===== src/rtl/vga_sync_out_if.sv =====
`default_nettype none
// +--------------------------------------------------------------------+
// | vga_sync_out_if : upstream pixel stream (valid/ready + sof) bundle  |
// | Rev 1.0                                                            |
// +--------------------------------------------------------------------+
`ifndef H_SIZE
`define H_SIZE 10
`endif
`ifndef V_SIZE
`define V_SIZE 10
`endif
`ifndef H_COUNT
`define H_COUNT 800
`endif
`ifndef V_COUNT
`define V_COUNT 525
`endif

interface vga_sync_out_if #(
    parameter int RGB_SIZE = 12
) ();
    logic                src_vld;
    logic                src_sof;
    logic [RGB_SIZE-1:0] src_rgb;
    logic                src_rdy;

    modport master (output src_vld, output src_sof, output src_rgb, input  src_rdy);
    modport slave  (input  src_vld, input  src_sof, input  src_rgb, output src_rdy);
endinterface
`default_nettype wire


===== src/rtl/vga_sync_out.sv =====
`default_nettype none
// +--------------------------------------------------------------------+
// | vga_sync_out : VGA sync generation, pixel pull, pin alignment and   |
// |                underflow / start-of-frame status                    |
// | Rev 1.0                                                            |
// +--------------------------------------------------------------------+
`ifndef H_SIZE
`define H_SIZE 10
`endif
`ifndef V_SIZE
`define V_SIZE 10
`endif
`ifndef H_COUNT
`define H_COUNT 800
`endif
`ifndef V_COUNT
`define V_COUNT 525
`endif

module vga_sync_out #(
    parameter int                  RSIZE        = 4,
    parameter int                  GSIZE        = 4,
    parameter int                  BSIZE        = 4,
    parameter int                  RGB_SIZE     = 12,
    parameter int                  H_SYNC_START = 656,
    parameter int                  H_SYNC_END   = 752,
    parameter int                  V_SYNC_START = 490,
    parameter int                  V_SYNC_END   = 492,
    parameter int                  SYNC_POL     = 0,
    parameter int                  LATENCY      = 2,
    parameter logic [RGB_SIZE-1:0] UF_COLOR     = '0
) (
    input  wire logic                clk,
    input  wire logic                rst,
    input  wire logic [`H_SIZE-1:0]  hcount,
    input  wire logic [`V_SIZE-1:0]  vcount,
    input  wire logic                frame_start,
    input  wire logic                frame_end,
    input  wire logic                frame_display,
    vga_sync_out_if.slave            src,
    input  wire logic                clear_stat,
    output logic                     vga_hsync,
    output logic                     vga_vsync,
    output logic                     vga_de,
    output logic [RSIZE-1:0]         vga_r,
    output logic [GSIZE-1:0]         vga_g,
    output logic [BSIZE-1:0]         vga_b,
    output logic                     underflow,
    output logic                     sof_err,
    output logic [15:0]              uf_frames
);

    localparam int                   c_W        = 3 + RGB_SIZE;
    localparam logic                 c_ACT      = (SYNC_POL != 0);
    localparam logic [c_W-1:0]       c_RST_WORD = {~c_ACT, ~c_ACT, 1'b0, {RGB_SIZE{1'b0}}};
    localparam logic [`H_SIZE-1:0]   c_HS_START = H_SYNC_START[`H_SIZE-1:0];
    localparam logic [`H_SIZE-1:0]   c_HS_END   = H_SYNC_END[`H_SIZE-1:0];
    localparam logic [`V_SIZE-1:0]   c_VS_START = V_SYNC_START[`V_SIZE-1:0];
    localparam logic [`V_SIZE-1:0]   c_VS_END   = V_SYNC_END[`V_SIZE-1:0];

    generate
        if (RGB_SIZE != RSIZE + GSIZE + BSIZE) begin : g_bad_rgb
            $error("vga_sync_out: RGB_SIZE must equal RSIZE+GSIZE+BSIZE");
        end
        if (LATENCY < 1 || LATENCY > 8) begin : g_bad_latency
            $error("vga_sync_out: LATENCY must be in 1..8");
        end
        if (H_SYNC_END > `H_COUNT || V_SYNC_END > `V_COUNT) begin : g_bad_sync
            $error("vga_sync_out: sync window exceeds frame size");
        end
    endgenerate

    logic                w_hs;
    logic                w_vs;
    logic                w_pop;
    logic                w_uf;
    logic [RGB_SIZE-1:0] w_pix;
    logic [c_W-1:0]      w_last;

    logic [c_W-1:0]      pipe_d [LATENCY];
    logic [c_W-1:0]      pipe_q [LATENCY];
    logic                underflow_d, underflow_q;
    logic                sof_err_d, sof_err_q;
    logic                frame_uf_d, frame_uf_q;
    logic [15:0]         uf_frames_d, uf_frames_q;

    // Ready is purely positional so upstream never sees ready depend on valid.
    assign src.src_rdy = frame_display;
    assign w_pop       = frame_display & src.src_vld;
    assign w_uf        = frame_display & ~src.src_vld;

    always_comb begin
        w_hs = ~c_ACT;
        w_vs = ~c_ACT;
        if (hcount >= c_HS_START && hcount < c_HS_END) w_hs = c_ACT;
        if (vcount >= c_VS_START && vcount < c_VS_END) w_vs = c_ACT;
        w_pix = '0;
        if (w_pop)     w_pix = src.src_rgb;
        else if (w_uf) w_pix = UF_COLOR;
    end

    always_comb begin
        pipe_d[0] = {w_hs, w_vs, frame_display, w_pix};
        for (int i = 1; i < LATENCY; i++) begin
            pipe_d[i] = pipe_q[i-1];
        end
    end

    always_ff @(posedge clk or posedge rst) begin
        if (rst) begin
            for (int i = 0; i < LATENCY; i++) pipe_q[i] <= c_RST_WORD;
        end else begin
            for (int i = 0; i < LATENCY; i++) pipe_q[i] <= pipe_d[i];
        end
    end

    // Clear wins over any same-cycle set; an underflow on frame_end counts in that frame.
    always_comb begin
        underflow_d = underflow_q | w_uf;
        sof_err_d   = sof_err_q | (w_pop & (src.src_sof != frame_start));
        frame_uf_d  = frame_end ? 1'b0 : (frame_uf_q | w_uf);
        uf_frames_d = uf_frames_q;
        if (frame_end && (frame_uf_q || w_uf) && uf_frames_q != 16'hFFFF) begin
            uf_frames_d = uf_frames_q + 16'd1;
        end
        if (clear_stat) begin
            underflow_d = 1'b0;
            sof_err_d   = 1'b0;
            frame_uf_d  = 1'b0;
            uf_frames_d = 16'd0;
        end
    end

    always_ff @(posedge clk or posedge rst) begin
        if (rst) begin
            underflow_q <= 1'b0;
            sof_err_q   <= 1'b0;
            frame_uf_q  <= 1'b0;
            uf_frames_q <= 16'd0;
        end else begin
            underflow_q <= underflow_d;
            sof_err_q   <= sof_err_d;
            frame_uf_q  <= frame_uf_d;
            uf_frames_q <= uf_frames_d;
        end
    end

    assign w_last    = pipe_q[LATENCY-1];
    assign vga_hsync = w_last[c_W-1];
    assign vga_vsync = w_last[c_W-2];
    assign vga_de    = w_last[c_W-3];
    assign vga_r     = w_last[RGB_SIZE-1 -: RSIZE];
    assign vga_g     = w_last[BSIZE +: GSIZE];
    assign vga_b     = w_last[0 +: BSIZE];
    assign underflow = underflow_q;
    assign sof_err   = sof_err_q;
    assign uf_frames = uf_frames_q;

endmodule
`default_nettype wire

===== src/flat_wrapper.sv =====
// flat-port wrapper written by rule: the top's interface ports become plain ports
module vga_sync_out_flat 
#(
    parameter int                  RSIZE        = 4,
    parameter int                  GSIZE        = 4,
    parameter int                  BSIZE        = 4,
    parameter int                  RGB_SIZE     = 12,
    parameter int                  H_SYNC_START = 656,
    parameter int                  H_SYNC_END   = 752,
    parameter int                  V_SYNC_START = 490,
    parameter int                  V_SYNC_END   = 492,
    parameter int                  SYNC_POL     = 0,
    parameter int                  LATENCY      = 2,
    parameter logic [RGB_SIZE-1:0] UF_COLOR     = '0
)
  (clk, rst, hcount, vcount, frame_start, frame_end, frame_display, clear_stat, vga_hsync, vga_vsync, vga_de, vga_r, vga_g, vga_b, underflow, sof_err, uf_frames, src_src_vld, src_src_sof, src_src_rgb, src_src_rdy);
  vga_sync_out_if #(.RGB_SIZE(RGB_SIZE)) src_i ();
  input  wire logic clk;
  input  wire logic rst;
  input  wire logic [`H_SIZE-1:0] hcount;
  input  wire logic [`V_SIZE-1:0] vcount;
  input  wire logic frame_start;
  input  wire logic frame_end;
  input  wire logic frame_display;
  input  wire logic clear_stat;
  output logic vga_hsync;
  output logic vga_vsync;
  output logic vga_de;
  output logic [RSIZE-1:0] vga_r;
  output logic [GSIZE-1:0] vga_g;
  output logic [BSIZE-1:0] vga_b;
  output logic underflow;
  output logic sof_err;
  output logic [15:0] uf_frames;
  input wire logic [$bits(src_i.src_vld)-1:0] src_src_vld;
  input wire logic [$bits(src_i.src_sof)-1:0] src_src_sof;
  input wire logic [$bits(src_i.src_rgb)-1:0] src_src_rgb;
  output wire logic [$bits(src_i.src_rdy)-1:0] src_src_rdy;
  assign src_i.src_vld = src_src_vld;
  assign src_i.src_sof = src_src_sof;
  assign src_i.src_rgb = src_src_rgb;
  assign src_src_rdy = src_i.src_rdy;
  vga_sync_out #(.RSIZE(RSIZE), .GSIZE(GSIZE), .BSIZE(BSIZE), .RGB_SIZE(RGB_SIZE), .H_SYNC_START(H_SYNC_START), .H_SYNC_END(H_SYNC_END), .V_SYNC_START(V_SYNC_START), .V_SYNC_END(V_SYNC_END), .SYNC_POL(SYNC_POL), .LATENCY(LATENCY), .UF_COLOR(UF_COLOR)) u_core (.clk(clk), .rst(rst), .hcount(hcount), .vcount(vcount), .frame_start(frame_start), .frame_end(frame_end), .frame_display(frame_display), .src(src_i), .clear_stat(clear_stat), .vga_hsync(vga_hsync), .vga_vsync(vga_vsync), .vga_de(vga_de), .vga_r(vga_r), .vga_g(vga_g), .vga_b(vga_b), .underflow(underflow), .sof_err(sof_err), .uf_frames(uf_frames));
endmodule

===== config.mk =====
export PLATFORM = sky130hd
export DESIGN_NAME = vga_sync_out_flat
export DESIGN_NICKNAME = d
export VERILOG_FILES = /design/src/rtl/vga_sync_out_if.sv /design/src/rtl/vga_sync_out.sv /design/src/flat_wrapper.sv
export SDC_FILE = /design/constraint.sdc
export NUM_CORES = 1
export LEC_CHECK = 0
export ABC_AREA = 1
export CORE_UTILIZATION = 48
export CTS_BUF_LIST = sky130_fd_sc_hd__clkbuf_16
export CTS_CLUSTER_DIAMETER = 60
export CTS_CLUSTER_SIZE = 40
export DETAILED_ROUTE_END_ITERATION = 6
export GPL_ROUTABILITY_DRIVEN = 0
export PLACE_DENSITY = 0.93
export REMOVE_ABC_BUFFERS = 1
export SYNTH_ARGS = -nofsm -noshare
export SYNTH_HDL_FRONTEND = slang
export SYNTH_SLANG_ARGS = --single-unit

===== constraint.sdc =====
create_clock -name clk -period 4.1 [get_ports clk]
set_input_delay 1.025 -clock clk [delete_from_list [all_inputs] [get_ports clk]]
set_output_delay 1.025 -clock clk [all_outputs]
set_load 0.02 [all_outputs]

==> impl_metrics.tcl, run 1 <==
set metrics [dict create \
    cts_made_buffers 5 \
    dr.pass1.iters 4 \
    synth_area_leaders "dfrtp_1 54%, nand2_1 11%, nor2_1 5.6%" \
    tns_ns 0 \
    drc 0 \
    place_ws_ns 0.847 \
    min_path_type "reg2reg" \
    p_leak_uw 0.00140 \
    chipWidth_um 67.9 \
    antenna_found_initial 0 \
    drive_gt1_share_pct 6.98 \
    status "finished, final reports clean" \
    wl_per_cell_um 13.1 \
    cp_common_cell "clkdlybuf4s50_1" \
    worstMarginPinSlew_ns 0.979 \
    io_pins 74 \
    placed_area_mm2 0.00280 \
    cts_buffer_depth 2 \
    stdcell_area_mm2 0.00297 \
    cpPeakStageDelay_ns 0.65 \
    num_antenna_cells 0 \
    async_flop_share_pct 100 \
    synth_seq_cells 49 \
    dr_wl_met3_um 247 \
    final_cells 351 \
    reg2reg_depth 9 \
    synth_warnings 0 \
    htreeDepth 2 \
    path_cells "clkdlybuf4s50_1, clkdlybuf4s50_1" \
    rsz0062_at_grt "no" \
    holdWs_ns 0.351 \
    drtIter0Drc 141 \
    min_path_cells 0 \
    tritoncts "done" \
    synth_top_area_cell "dfrtp_1" \
    grt_max_degree 50 \
    slew_violations 0 \
    synthToLayoutAreaGrowth_pct 42.5 \
    wl_met2_mm 2.32 \
    top_layer "met4" \
    finalSetupViolations 0 \
    clkSinkCount 49 \
    path_class "in2out" \
    cp-end-kind "output pin" \
    critPathTopFamily "buffers and inverters" \
    synthCells 230 \
    ctsResizeCount 0 \
    fmax_mhz 308 \
    post_cts_buffers 0 \
    ctsHoldBuffers 0 \
    cap_violations 0 \
    fp.dieH_um 67.9 \
    fp.coreArea_mm2 0.00409 \
    timing.critical_path.buf_inv 2 \
    dpl.cell_count 343 \
    vdd_ir_drop_max_mv 0.212 \
    period_minus_slack_ns 3.25 \
    cts.clk_slew.worst_paths_ns 0.07 \
    synth.cell_area_mm2 0.00208 \
    port_buffers 68 \
    synth_top_family_by_area "simple AND/OR/NAND/NOR gates" \
    final_nets 341 \
    synth_edf_count 0 \
    path_max_fanout 5 \
    synth_fa_ha_area_share_pct 0.601 \
    synth.most_common_cell "nand2_1" \
    synth_compound_area_share_pct 3.48 \
    synthFlopType "dfrtp_1" \
    track_usage_pct 23.1 \
    hpwl_mm 3.20 \
    yosysTopAreaCellShare_pct 54.1 \
    worstSetupStartpointType "input pin" \
    crit_cells 2 \
    wl_met1_mm 1.93 \
    cpMaxStageDelayCell "clkdlybuf4s50_1" \
    gr-total-overflow 0 \
    synthTopCellsByCount "61 x nand2_1, 45 x dfrtp_1, 31 x nor2_1" \
    synth_seq_area_share_pct 59.1 \
    drt-vias-per-instance 5.11 \
    rows 23 \
    start_util_pct 51.0 \
    grt_pass1_vias 1808 \
    dieArea_mm2 0.00461 \
    cp.arrival_ns 2.22 \
    cts-root-buf "clkbuf_16" \
    fin_crit_sh_pct 79.2 \
    skew_ns 0.00441 \
    ant_nets 0 \
    setup_slack_ns 0.853 \
    synth.avg_cell_area_um2 9.06 \
    cp.required_ns 3.07 \
    finalHoldViolCount 0 \
    grt_pass1_wl_mm 7.90 \
    p_per_area_mw_per_mm2 362 \
    synth-xor-area-share_pct 0.841 \
    synthSimpleGateAreaFrac_pct 29.4 \
    ys_types 29 \
    synthMuxAreaShare_pct 0 \
    slew_headroom_pct 34.6 \
    insertion_delay_ns 0.29 \
    wl_mm 4.61 \
    vias 1793 \
]
==> cell type report <==
class | count | area, um2
flip-flops and latches | 49 | 1230
multi-input cells | 148 | 716
fillers | 297 | 1120
repair buffers | 68 | 681
inverters | 28 | 105
clock inverters | 3 | 47.5
well taps | 50 | 62.6
clock buffers | 5 | 125
==> report_power, final <==
part	leakage (uW)	total, uW	switching, uW	internal (uW)
combinational	0.000659	97.6	48.5	49.1
clock	0.0000848	476	184	292
sequential	0.000652	502	4.72	497
total	0.00140	1080	237	838
==> per-stage QoR <==
stage	total power [uW]	utilization, %
finish	1080	72.6
global placement	605	68.4
detailed placement	609	68.4
floorplan	547	-
CTS	1080	72.6
global route	1110	72.6
==> layer usage <==
metal / vias up / track usage [%]
met5: - / 0
met4: 0 / 10.7
met3: 14 / 3.83
met2: 71 / 40.1
met1: 842 / 27.8
li1: 866 / -
==> cell usage in the layout (no fill, tap or decap), drive strengths merged, types with 2 or more instances in the layout <==
| cell type | count |
|---|---|
| inv | 29 |
| dfstp | 4 |
| dfrtp | 45 |
| clkdlybuf4s50 | 68 |
| o21bai | 2 |
| o21ai | 5 |
| clkbuf | 5 |
| nand3 | 14 |
| nor2 | 36 |
| nand4 | 13 |
| a21oi | 5 |
| nand2 | 63 |
==> kinds of logic (layout without fill, tap and decap cells) <==
kind of cell | after synthesis | after routing
flops | 49 | 49
fa+ha+maj | 1 | 1
simple gates | 132 | 132
buf+inv | 33 | 104
compound gates | 13 | 13
xor+xnor | 2 | 2
==> path summary, 6_finish.rpt <==
| kind | from | slack, ns | to |
|---|---|---|---|
| hold reg to reg | u_core.pipe_d[10] | 0.35 | u_core.w_last[10] |
| max in group asynchronous | rst | 2.20 | u_core.uf_frames[8] |
| hold / removal | u_core.pipe_d[10] | 0.35 | u_core.w_last[10] |
| min in group asynchronous | rst | 1.28 | u_core.uf_frames[2] |
| setup / recovery | frame_display | 0.85 | src_src_rdy |
| setup reg to reg | u_core.uf_frames[1] | 2.34 | u_core.uf_frames[14] |
==> worst reg2reg max path: cells and delay by family, from the launching register on <==
family,cells,cell delay (ns)
adder cells (fa/ha/maj),1,0.24
AND/OR/NAND/NOR,8,0.98
flip-flops,1,0.43
==> registers in the layout, summed over array words and instances, names as in the netlist <==
signal / flops
u_core.w_last: 15
u_core.pipe_d: 15
u_core.uf_frames: 16
u_core.underflow: 1
u_core.frame_uf_q: 1
u_core.sof_err: 1
No activity file was read; power rests on OpenSTA's default activity.
==> run 2, diff against run 1 <==
Settings changed: CORE_UTILIZATION 48 to 40, PLACE_DENSITY 0.93 to 0.83.
Clock period 4.1 ns to 2.9 ns, I/O delays scaled along.
==> run 2 against run 1 <==
Effect of this change: total power up 31%; worst setup slack worse by 0.59 ns; combinational power is 42% higher; critical path type unchanged; largest cell class unchanged; largest power group unchanged; highest routed layer unchanged.
==> impl_metrics.tcl, run 2 (same netlist as run 1, synthesis figures left out) <==
set metrics [dict create \
    io_pins 74 \
    drt-vias-per-instance 4.71 \
    htreeDepth 2 \
    cts-root-buf "clkbuf_16" \
    final_cell_mix "68 x clkdlybuf4s50_1, 61 x nand2_1, 45 x dfrtp_1" \
    dr.pass1.iters 4 \
    use_met3_pct 3.79 \
    grt_pass1_vias 1719 \
    cpPeakStageDelay_ns 0.63 \
    p_leak_uw 0.00140 \
    drtIter0Drc 136 \
    hpwl_mm 3.14 \
    cts_made_buffers 5 \
    layout_commonest_cell "clkdlybuf4s50_1" \
    rsz0062_at_grt "no" \
    tritoncts "done" \
    path_class "in2out" \
    chipWidth_um 74.2 \
    finalHoldViolCount 0 \
    worstSetupStartpointType "input pin" \
    cp.arrival_ns 1.91 \
    fp.dieH_um 74.2 \
    finalSetupViolations 0 \
    cap_violations 0 \
    met2_usage_pct 32.5 \
    ctsResizeCount 0 \
    insertion_delay_ns 0.28 \
    cts_buffer_depth 2 \
    skew_ns 0.00331 \
    vdd_ir_drop_max_mv 0.320 \
    start_util_pct 42.7 \
    rows 25 \
    path_cells "clkdlybuf4s50_1, clkdlybuf4s50_1" \
    critPathTopFamily "buffers and inverters" \
    final_nets 344 \
    wl_per_cell_um 11.6 \
    post_cts_buffers 0 \
    multi_input_area_um2 716 \
    min_path_type "reg2reg" \
    grt_max_degree 50 \
    gr-usage-met1_pct 22.6 \
    top_usage_layer "met2" \
    cp-end-kind "output pin" \
    timing.critical_path.buf_inv 2 \
    clkSinkCount 49 \
    port_buffers 68 \
    fillCellCount 417 \
    regArea_mm2 0.00123 \
    fp.coreArea_mm2 0.00488 \
    status "finished, final reports clean" \
    vias 1747 \
    cp_common_cell "clkdlybuf4s50_1" \
    cpMaxStageDelayCell "clkdlybuf4s50_1" \
    fmax_mhz 379 \
    synthToLayoutAreaGrowth_pct 43.2 \
    worstMarginPinSlew_ns 0.583 \
    cts.clk_slew.worst_paths_ns 0.06 \
    holdWs_ns 0.349 \
    antenna_found_initial 0 \
    ctsHoldBuffers 0 \
    slew_violations 0 \
    gr-total-overflow 0 \
    num_antenna_cells 0 \
    track_usage_pct 18.4 \
    slew_headroom_pct 61.2 \
    wl_mm 4.29 \
    path_max_fanout 5 \
    fin_crit_sh_pct 91.0 \
    tns_ns 0 \
    period_minus_slack_ns 2.64 \
    largest_reg_flops 16 \
    cp.required_ns 2.17 \
    drive_gt1_share_pct 7.57 \
    drc 0 \
    ant_nets 0 \
    dieArea_mm2 0.00550 \
    p_per_area_mw_per_mm2 471 \
    grt_pass1_wl_mm 7.62 \
]
-- run 2: changes by cell type in the layout (fill, tap and decap cells not counted) --
cell | before | now
buf_4 | 0 | 3
bufinv_16 | 1 | 0
clkinv_4 | 0 | 1
clkinvlp_4 | 0 | 1
inv_1 | 26 | 27
inv_6 | 2 | 0
-- run 2: worst register-to-register path: stages (launching register included) --
cell     delay [ns]
dfrtp_1        0.44
ha_1           0.24
nand2_2        0.12
nor2_4         0.06
nand2_2        0.10
nor2_4         0.05
nor2_4         0.39
nor2_8         0.12
nand2_1        0.09
nand2_1        0.05
-- run 2: final timing paths --
path / from / endpoint / slack (ns) / depth (start not counted)
min reg2reg: u_core.pipe_d[2] / u_core.w_last[2] / 0.35 / 0
min: u_core.pipe_d[2] / u_core.w_last[2] / 0.35 / 0
max: frame_display / src_src_rdy / 0.26 / 2
max in group asynchronous: rst / u_core.w_last[9] / 1.57 / 3
min in group asynchronous: rst / u_core.w_last[12] / 0.94 / 3
max reg2reg: u_core.uf_frames[1] / u_core.uf_frames[15] / 1.14 / 9
-- run 2: metal layers --
layer,share of wire (%),routed length [um],vias to the layer above
met5,0,0,-
met4,1.3,55,0
met3,4.7,200,5
met2,51,2200,57
met1,43,1830,807
li1,-,-,878
-- run 2: area by class of cell --
class                      instances  share of cell area [%]
tap                               67                    2.81
timing repair buffer              71                    23.6
clock inverter                     3                   0.671
clock buffer                       5                    4.19
multi-input combinational        148                    24.0
inverter                          28                    3.52
sequential                        49                    41.3
-- run 2: where the power goes --
part	switching [uW]	internal (uW)	total (uW)	leakage, uW
logic	67.2	72.0	139	0.000673
clock network	239	318	556	0.0000712
registers	6.46	703	709	0.000652
-- run 2: stage by stage --
step	setup slack (ns)	power, uW	std cells	utilization (%)	cell area, um2
finish	0.262	1400	371	61.2	2980
global route	0.222	1460	371	61.2	2980
CTS	0.261	1420	371	61.2	2980
detailed placement	0.261	863	363	58.2	2840
global placement	0.267	859	363	58.2	2840
floorplan	1.01	773	225	-	2050
==> run 3, diff against run 2 <==
Settings changed: CORE_ASPECT_RATIO set to 1.4.
==> run 3 against run 2 <==
Effect of this change: the flow now finishes with violations (DRC); register-to-register slack is essentially flat; wire length down 1.4%; utilization is 0.42 points lower; design area about the same; clock power rose by 1%; critical endpoint unchanged; highest routed layer unchanged.
==> impl_metrics.tcl, run 3 (same netlist as run 1, synthesis figures left out) <==
set metrics [dict create \
    status "finished, violations left" \
    violations "DRC" \
    critPathTopFamily "buffers and inverters" \
    ant_nets 0 \
    dr_wl_met3_um 254 \
    cap_violations 0 \
    combPwrFrac_pct 10.0 \
    cpPeakStageDelay_ns 0.65 \
    top_layer "met4" \
    stdcell_area_mm2 0.00299 \
    worstSetupStartpointType "input pin" \
    antenna_found_initial 0 \
    wl_mm 4.23 \
    p_per_area_mw_per_mm2 473 \
    wl_per_cell_um 11.5 \
    finalSetupViolations 0 \
    track_usage_pct 17.3 \
    fp.dieH_um 87.4 \
    p_switching_uw 317 \
    final_nets 343 \
    cp.required_ns 2.17 \
    dieArea_mm2 0.00550 \
    p_sw_share_pct 22.4 \
    synthToLayoutAreaGrowth_pct 43.4 \
    fmax_mhz 378 \
    drt-vias-per-instance 4.84 \
    grt_pass1_vias 1779 \
    rsz0062_at_grt "no" \
    post_cts_buffers 0 \
    min_path_type "reg2reg" \
    vdd_ir_drop_max_mv 0.455 \
    clkSinkCount 49 \
    rows 30 \
    cp_common_cell "clkdlybuf4s50_1" \
    drtIter0Drc 106 \
    insertion_delay_ns 0.28 \
    cpMaxStageDelayCell "clkdlybuf4s50_1" \
    port_buffers 68 \
    cp-end-kind "output pin" \
    tns_ns 0 \
    cts_made_buffers 5 \
    drive_gt1_share_pct 7.26 \
    fin_crit_sh_pct 91.3 \
    num_antenna_cells 0 \
    hpwl_mm 3.20 \
    ctsResizeCount 0 \
    grt_max_degree 30 \
    drc 1 \
    path_class "in2out" \
    ctsHoldBuffers 0 \
    final_cell_mix "68 x clkdlybuf4s50_1, 61 x nand2_1, 45 x dfrtp_1" \
    p_total_uw 1410 \
    slew_headroom_pct 67.8 \
    worstMarginPinSlew_ns 0.483 \
    io_pins 74 \
    p_leak_uw 0.00140 \
    path_max_fanout 5 \
    htreeDepth 2 \
    finalHoldViolCount 0 \
    chipWidth_um 63.0 \
    power_frac_clock_pct 39.9 \
    dr.pass1.iters 7 \
    placed_area_mm2 0.00284 \
    cts_buffer_depth 2 \
    slew_violations 0 \
    layout_commonest_cell "clkdlybuf4s50_1" \
    internal-power_uw 1100 \
    wl_met2_mm 2.35 \
    cts-root-buf "clkbuf_16" \
    fp.coreArea_mm2 0.00492 \
    timing.critical_path.buf_inv 2 \
    skew_ns 0.00226 \
    grt_pass1_wl_mm 7.48 \
    tritoncts "done" \
    gr-total-overflow 0 \
    period_minus_slack_ns 2.65 \
    cts.clk_slew.worst_paths_ns 0.06 \
    power_frac_seq_pct 50.2 \
    cp.arrival_ns 1.92 \
    largest_reg_flops 16 \
    wl_met1_mm 1.56 \
    start_util_pct 42.4 \
    path_cells "clkdlybuf4s50_1, clkdlybuf4s50_1" \
    vias 1776 \
]
-- run 3: cell types whose count changed in the layout (fill, tap and decap cells not counted) --
cell        before  now
inv_1           27   26
clkinv_1         1    2
buf_4            3    1
clkinvlp_4       1    0
inv_6            0    1
buf_12           0    1
-- run 3: worst paths after layout --
path	from	endpoint	slack, ns	cells after the start
max	frame_display	src_src_rdy	0.25	2
min	u_core.pipe_d[11]	u_core.w_last[11]	0.35	0
min reg2reg	u_core.pipe_d[11]	u_core.w_last[11]	0.35	0
max reg2reg	u_core.uf_frames[1]	u_core.uf_frames[10]	1.13	9
max in group asynchronous	rst	u_core.w_last[14]	1.55	3
min in group asynchronous	rst	u_core.uf_frames[4]	0.78	2
-- run 3: layout make-up --
type	instances	area, um2
fillers	420	1930
flip-flops and latches	49	1230
multi-input cells	148	716
repair buffers	70	708
clock buffers	5	125
inverters	28	105
well taps	64	80.1
clock inverters	3	21.3
-- run 3: through the flow --
stage	setup slack (ns)	util [%]	cells	hold WS (ns)
final	0.253	60.7	367	0.347
after global routing	0.218	60.7	367	0.356
after CTS	0.259	60.7	367	0.349
after detailed placement	0.265	57.8	359	0.335
after global placement	0.278	57.8	359	0.332
after floorplan	1.01	-	225	0.331
-- run 3: layer usage --
metal	up-vias	GRT usage (%)
li1	874	-
met1	842	18.4
met2	54	31.7
met3	6	5.37
met4	0	6.55
met5	-	0
-- run 3: power by group through the flow --
| stage | Sequential (uW) | Clock [uW] | Combinational, uW |
|---|---|---|---|
| 2_1_floorplan | 735 | 0 | 38.6 |
| 3_3_place_gp | 721 | 0 | 139 |
| 3_5_place_dp | 722 | 0 | 143 |
| 4_1_cts | 709 | 574 | 143 |
| 5_1_grt | 710 | 612 | 155 |
| 6_report | 709 | 563 | 141 |
-- run 3: worst reg2reg max path, cell delays in order, from the launching register on --
cell and delay, ns:
dfrtp_1 0.43, ha_1 0.23, nand2_2 0.12, nor2_4 0.06, nand2_2 0.09, nor2_4 0.05
nor2_4 0.40, nor2_8 0.12, nand2_1 0.10, nand2_1 0.06
